### src/rtl/cook_timer.sv
// Microwave cook-time controller: BCD MM:SS keypad entry, 1 Hz countdown, door pause, stop/clear.
// Optional QUICK_START_EN: start at 00:00 in IDLE loads 00:30 and begins cooking.
module cook_timer #(
    parameter int TICK_DIV = 100
) (
    input  logic       clk,
    input  logic       reset,
    input  logic       start,
    input  logic       stop_clear,
    input  logic       door_closed,
    input  logic       key_valid,
    input  logic [3:0] key_digit,
    output logic [3:0] mins_tens,
    output logic [3:0] mins_ones,
    output logic [3:0] secs_tens,
    output logic [3:0] secs_ones,
    output logic [1:0] state,
    output logic       magnetron_on,
    output logic       done
);

    typedef enum logic [1:0] {
        S_IDLE  = 2'd0,
        S_COOK  = 2'd1,
        S_PAUSE = 2'd2,
        S_DONE  = 2'd3
    } state_t;

    localparam int PW = (TICK_DIV > 2) ? $clog2(TICK_DIV) : 1;
    localparam logic [PW-1:0] PRESC_LAST = PW'(TICK_DIV - 1);

    state_t        cur, nxt;
    logic [PW-1:0] presc, presc_nx;
    logic [3:0]    mt, mo, st, so;
    logic [3:0]    mt_nx, mo_nx, st_nx, so_nx;
    logic [3:0]    mt_dec, mo_dec, st_dec, so_dec;
    logic          done_nx;
    logic          start_d;
    logic          start_edge, time_zero, dec_zero, key_ok, tick;

    assign start_edge = start & ~start_d;
    assign time_zero  = (mt == 4'd0) && (mo == 4'd0) && (st == 4'd0) && (so == 4'd0);
    assign key_ok     = key_valid && (key_digit <= 4'd9);
    assign tick       = (presc == PRESC_LAST);

    // BCD borrow chain; secs_tens is not normalised, so 6-9 just count down.
    always_comb begin
        mt_dec = mt;
        mo_dec = mo;
        st_dec = st;
        so_dec = so;
        if (so != 4'd0) begin
            so_dec = so - 4'd1;
        end else begin
            so_dec = 4'd9;
            if (st != 4'd0) begin
                st_dec = st - 4'd1;
            end else begin
                st_dec = 4'd5;
                if (mo != 4'd0) begin
                    mo_dec = mo - 4'd1;
                end else begin
                    mo_dec = 4'd9;
                    mt_dec = mt - 4'd1;
                end
            end
        end
    end

    assign dec_zero = (mt_dec == 4'd0) && (mo_dec == 4'd0) && (st_dec == 4'd0) && (so_dec == 4'd0);

    always_comb begin
        nxt      = cur;
        presc_nx = presc;
        mt_nx    = mt;
        mo_nx    = mo;
        st_nx    = st;
        so_nx    = so;
        done_nx  = 1'b0;
        case (cur)
            S_IDLE: begin
                if (stop_clear) begin
                    mt_nx = 4'd0;
                    mo_nx = 4'd0;
                    st_nx = 4'd0;
                    so_nx = 4'd0;
                end else if (start_edge && door_closed && !time_zero) begin
                    nxt      = S_COOK;
                    presc_nx = '0;
`ifdef QUICK_START_EN
                end else if (start_edge && door_closed) begin
                    nxt      = S_COOK;
                    presc_nx = '0;
                    st_nx    = 4'd3;
                    so_nx    = 4'd0;
`endif
                end else if (key_ok) begin
                    mt_nx = mo;
                    mo_nx = st;
                    st_nx = so;
                    so_nx = key_digit;
                end
            end
            S_COOK: begin
                if (!door_closed || stop_clear) begin
                    nxt = S_PAUSE;
                end else if (tick) begin
                    presc_nx = '0;
                    mt_nx    = mt_dec;
                    mo_nx    = mo_dec;
                    st_nx    = st_dec;
                    so_nx    = so_dec;
                    if (dec_zero) begin
                        nxt     = S_DONE;
                        done_nx = 1'b1;
                    end
                end else begin
                    presc_nx = presc + PW'(1);
                end
            end
            S_PAUSE: begin
                if (stop_clear) begin
                    nxt   = S_IDLE;
                    mt_nx = 4'd0;
                    mo_nx = 4'd0;
                    st_nx = 4'd0;
                    so_nx = 4'd0;
                end else if (start_edge && door_closed) begin
                    nxt      = S_COOK;
                    presc_nx = '0;
                end
            end
            S_DONE: begin
                if (stop_clear || !door_closed) nxt = S_IDLE;
            end
            default: nxt = S_IDLE;
        endcase
    end

    // start_d tracks start even in reset, so a level held through reset release is not an edge.
    always_ff @(posedge clk) begin
        start_d <= start;
        if (reset) begin
            cur   <= S_IDLE;
            presc <= '0;
            mt    <= 4'd0;
            mo    <= 4'd0;
            st    <= 4'd0;
            so    <= 4'd0;
            done  <= 1'b0;
        end else begin
            cur   <= nxt;
            presc <= presc_nx;
            mt    <= mt_nx;
            mo    <= mo_nx;
            st    <= st_nx;
            so    <= so_nx;
            done  <= done_nx;
        end
    end

    assign mins_tens    = mt;
    assign mins_ones    = mo;
    assign secs_tens    = st;
    assign secs_ones    = so;
    assign state        = cur;
    assign magnetron_on = (cur == S_COOK);

endmodule

### config.mk
export PLATFORM = sky130hd
export DESIGN_NAME = cook_timer
export DESIGN_NICKNAME = d
export VERILOG_FILES = /design/src/rtl/cook_timer.sv
export SDC_FILE = /design/constraint.sdc
export NUM_CORES = 1
export LEC_CHECK = 0
export ABC_AREA = 1
export CORE_MARGIN = 2
export CORE_UTILIZATION = 58
export CTS_CLUSTER_DIAMETER = 50
export DETAILED_ROUTE_END_ITERATION = 7
export PLACE_DENSITY = 0.85
export SYNTH_ARGS = -nofsm -noshare
export SYNTH_HDL_FRONTEND = slang
export SYNTH_SLANG_ARGS = --single-unit
### constraint.sdc
create_clock -name clk -period 5.6 [get_ports clk]
set_input_delay 1.12 -clock clk [delete_from_list [all_inputs] [get_ports clk]]
set_output_delay 1.12 -clock clk [all_outputs]
set_load 0.02 [all_outputs]
## Word level (Yosys, flattened, before mapping)

Index checks and enable logic that the tools add are counted.

| operators by class | value |
|---|---|
| bitwise operators | 4 |
| $add $sub $neg | 5 |
| magnitude comparators | 1 |
| eq/ne operators | 17 |
| multiplexer cells | 51 |
| reduce and logical (&&, ||, !) cells | 29 |

Operators by type and width:

| operator | count |
|---|---|
| two-way mux 4 bit | 30 |
| case mux 4 bit (3 select lines) | 4 |
| two-way mux 7 bit | 6 |
| zero test 4 bit | 8 |
| case mux 7 bit (3 select lines) | 1 |
| AND reduction 6 bit | 3 |
| two-way mux 2 bit | 8 |
| subtractor 4 x 1 -> 4 bit, second input constant | 4 |
| inequality test 2 bit, second input constant | 7 |
| nonzero test 4 bit | 3 |
| logical AND 1 bit | 9 |
| inequality test 3 bit, second input constant | 3 |
| case mux 2 bit (4 select lines) | 1 |
| adder 7 x 1 -> 7 bit, second input constant | 1 |
| equality test 7 bit, second input constant | 1 |
| inequality test 3 x 1 -> 1 bit, second input constant | 2 |
| equality test 2 bit, second input constant | 2 |
| less-or-equal comparator 4 bit, second input constant | 1 |
| OR reduction 4 bit | 1 |
| NOT 1 bit | 3 |
| nonzero test 3 bit | 1 |
| equality test 2 x 1 -> 1 bit, second input constant | 1 |
| zero test 1 bit | 2 |
| zero test 2 bit | 1 |
| other kinds (4) | 4 |

| storage, ports and cells | value |
|---|---|
| register bits | 27 |
| input port bits | 10 |

## Longest topological paths before layout

| depth | value |
|---|---|
| depth after elaboration | 12 |
| mapped depth | 15 |

## Least setup slack after synthesis

No wires, ideal clock.

| path | value |
|---|---|
| path kind | input port to flip-flop |
| from | input stop_clear |
| to | register mo[3], in the netlist mins_ones[3] |
| data arrival time | 2160 ps |
| stages on the path | 9 |
| setup slack | 3322 ps |
| path buffers | 1 |
| cell sequence | inv_2 nand2_1 nand2_1 nand2_1 nor3_1 nand2_4 buf_6 o21ai_1 a21oi_2 |

| between the ends | value |
|---|---|
| longest elaborated chain between the ends | 3 |

Ends and longest elaborated chain:

| element | line | source |
|---|---|---|
| from (decl) | 9 | `input logic stop_clear,` |
| logical OR 1 bit | 105 | `if (!door_closed \|\| stop_clear) begin` |
| inequality test 2 bit (no source line) | n/a |  |
| AND reduction 6 bit (no source line) | n/a |  |
| to (signal assigned) | 155 | `mo <= mo_nx;` |
| to (decl) | 34 | `logic [3:0] mt, mo, st, so;` |

Several ways; a longest one is shown, not always the timed one.
A chain may end at the register's enable or synchronous reset.

## Final worst setup path

| path | value |
|---|---|
| from | register cur[1], in the netlist state[1] |
| to | output magnetron_on |

| between the ends | value |
|---|---|
| longest elaborated chain between the ends | 1 |

Ends and longest elaborated chain:

| element | line | source |
|---|---|---|
| from (decl) | 32 | `state_t cur, nxt;` |
| from (signal assigned) | 152 | `cur <= nxt;` |
| equality test 2 x 1 -> 1 bit | 167 | `assign magnetron_on = (cur == S_COOK);` |
| to (decl) | 18 | `output logic magnetron_on,` |

No other way between the ends.

==> reports/summary.txt <==
CTS tree: built
crit-path max FO: 4
gr ovfl total: 0
sequential share of the synthesized area: 28.53%
top-count cell post-synth: nand2_1
first-pass GRT wire length: 6975 µm
GRT Resource Usage Total: 24.64%
largest net degree at the start of global routing: 32
Max Cap Violations: 0
Synth Area in Adders: 4.624%
Area growth, synth to finish: 16.18%
initial antenna violation count: 0
DR pass1 iterations: 4
Mean Syn Cell Area: 7.068 µm²
Setup Total Neg Slack: 0 ns
WP buf/inv: 2
Clock Skew: 0.006639 ns
non-filler cells, final: 338
vias per cell: 5.393
RSZ-0062 raised after global routing: no
Via Count: 1823
period utilization: 50.30%
Post-Syn Area: 1894 µm²
min Tclk post-route: 2.817 ns
EDFF count, synth: 0
power per standard cell area: 562.7 nW/µm²
pre-CTS setup slack: 2.491 ns
Hold WS: 0.5181 ns
Critical Path Max Stage Delay: 0.63 ns
Post-DP HPWL: 3115 µm
Cell variety after synth: 30
CTS buffer count: 3
Slew @ Worst Pin: 0.5713 ns
# placed instances: 334
Root Buffer: clkbuf_4
max_slew headroom: 61.87%
CP max-delay cell: clkdlybuf4s50_1
VDD IR-drop max: 350.4 µV
Routed WL: 4182 µm
number of synthesis warnings: 0
top area cells in the synthesized netlist: dfxtp_1 (29%), nand2_1 (9.7%), inv_1 (7.3%)
row count: 20
status: completed
combinational family with the most area after synthesis: simple AND/OR/NAND/NOR gates
Die Width: 61.15 µm
port buffer count: 29
io pins: 30
fin nets: 312
Avg WL per Cell: 12.37 µm
reg-to-reg setup timing slack: 3.39 ns
overall power: 1.238 mW
die area: 3739 µm²
worst path cell trace: inv_1, ha_1, clkdlybuf4s50_1
number of remaining DRC errors: 0
P_leak: 0.8674 nW
worst setup margin: 2.783 ns
layout cell share with drive strength beyond 1: 17.01%
final design utilization: 71.50%
CTS sink count: 27
post-route cell area: 2201 µm²
Post-Syn Nets: 285
Mapped Cells: 268
WS Path Type: register to primary output
Compound-Gate Fraction of Synth Area: 22.26%
most frequent cells after synthesis: nand2_1 (49), inv_1 (37), dfxtp_1 (27)
Setup crit end kind: primary output
Seq cells post-synth: 27
Fmax: 355.0 MHz
Initial DRC Count: 106
Slew Viols, Final: 0
CTS-repair resized insts: 0
Crit path max-delay family: buffers and inverters
Clock transition at path regs: 0.15 ns
gp weighted congestion: 0.8530
Routed Antenna Nets: 0
CTS max path bufs: 2
latest clock arrival within the worst-skew pair: 0.34 ns
HP Class: register to register
simple-gate share of the synthesized area: 30.91%
Core Box Area: 3078 µm²
critical path arrival: 1.70 ns
Post-DP Area: 2175 µm²
final setup fails: 0
die height: 61.15 µm
Async SR Flop Fraction: 0%
buffers inserted by post-CTS timing repair: 0
antenna cells: 0
Yosys top cell area share: 28.53%
area leader, netlist: dfxtp_1
proportion of synthesized area in mux cells: 0%
# H-tree levels: 1
ys flop type: dfxtp_1
CP Launch Type: register
final hold violations: 0
Req. time, crit path: 4.48 ns
XOR/XNOR share of the synthesized area: 2.312%
hold buffers post-CTS: 0
vias in the first global route: 1611
Initial Util: 61.54%
per-layer routing:
layer	up-vias	track usage [%]	wire length, µm	part of all wire, %
li1	941	-	-	-
met1	828	32.65	2016	48
met2	49	40.12	1907	46
met3	5	4.202	208	5.0
met4	0	9.317	49	1.2
met5	-	0	0	0
sequential cells by signal, indices dropped and copies added, names as in the netlist:
name	flops
done	1
mins_ones	4
mins_tens	4
presc	7
secs_ones	4
secs_tens	4
start_d	1
state	2
power breakdown:
group          internal [mW]  leakage, nW  switching [mW]
Sequential             0.243        0.221          0.0517
Clock                 0.0281       0.0150          0.0623
Combinational          0.298        0.631           0.555
final timing paths:
kind	from	to	depth (start not counted)
max	state[1]	magnetron_on	3
min	presc[5]	presc[5]	2
max reg2reg	secs_ones[0]	secs_ones[2]	10
min reg2reg	presc[5]	presc[5]	2
final cells by class:
| type | instances | area [µm²] |
|---|---|---|
| timing repair buffer | 29 | 290.3 |
| sequential | 27 | 540.5 |
| tap | 44 | 55.05 |
| clock buffer | 4 | 26.28 |
| multi-input combinational | 194 | 1139 |
| fill | 291 | 877.1 |
| inverter | 40 | 150.1 |
tightest hold or removal path, cell delays in order (launching register included):
cell     delay, ns
dfxtp_1       0.36
inv_1         0.09
a21oi_2       0.05
placed cells by master, fill, tap and decap left out, drive strengths merged:
| cell type | Yosys | layout |
|---|---|---|
| clkbuf | 2 | 4 |
| nor3b | 1 | 1 |
| nand4 | 3 | 3 |
| dfxtp | 27 | 27 |
| nor4 | 1 | 1 |
| clkdlybuf4s50 | 0 | 29 |
| nor3 | 7 | 7 |
| or2 | 1 | 1 |
| nor2 | 27 | 27 |
| xor2 | 4 | 4 |
| a21oi | 23 | 23 |
| o21ai | 35 | 35 |
| inv | 40 | 40 |
| ha | 7 | 7 |
| xnor2 | 1 | 1 |
| nand2 | 57 | 57 |
| o31ai | 1 | 1 |
| nand3 | 17 | 17 |
| o22ai | 9 | 9 |
cells by family (layout without fill, tap and decap cells):
group                    count (synthesis)  in the layout
AND/OR/NAND/NOR                        114            114
AO/OA/AOI/OAI                           68             68
XOR/XNOR                                 5              5
adder cells (fa/ha/maj)                  7              7
flip-flops                              27             27
buffers and inverters                   47             73
Power figures use the tool's default switching activity.
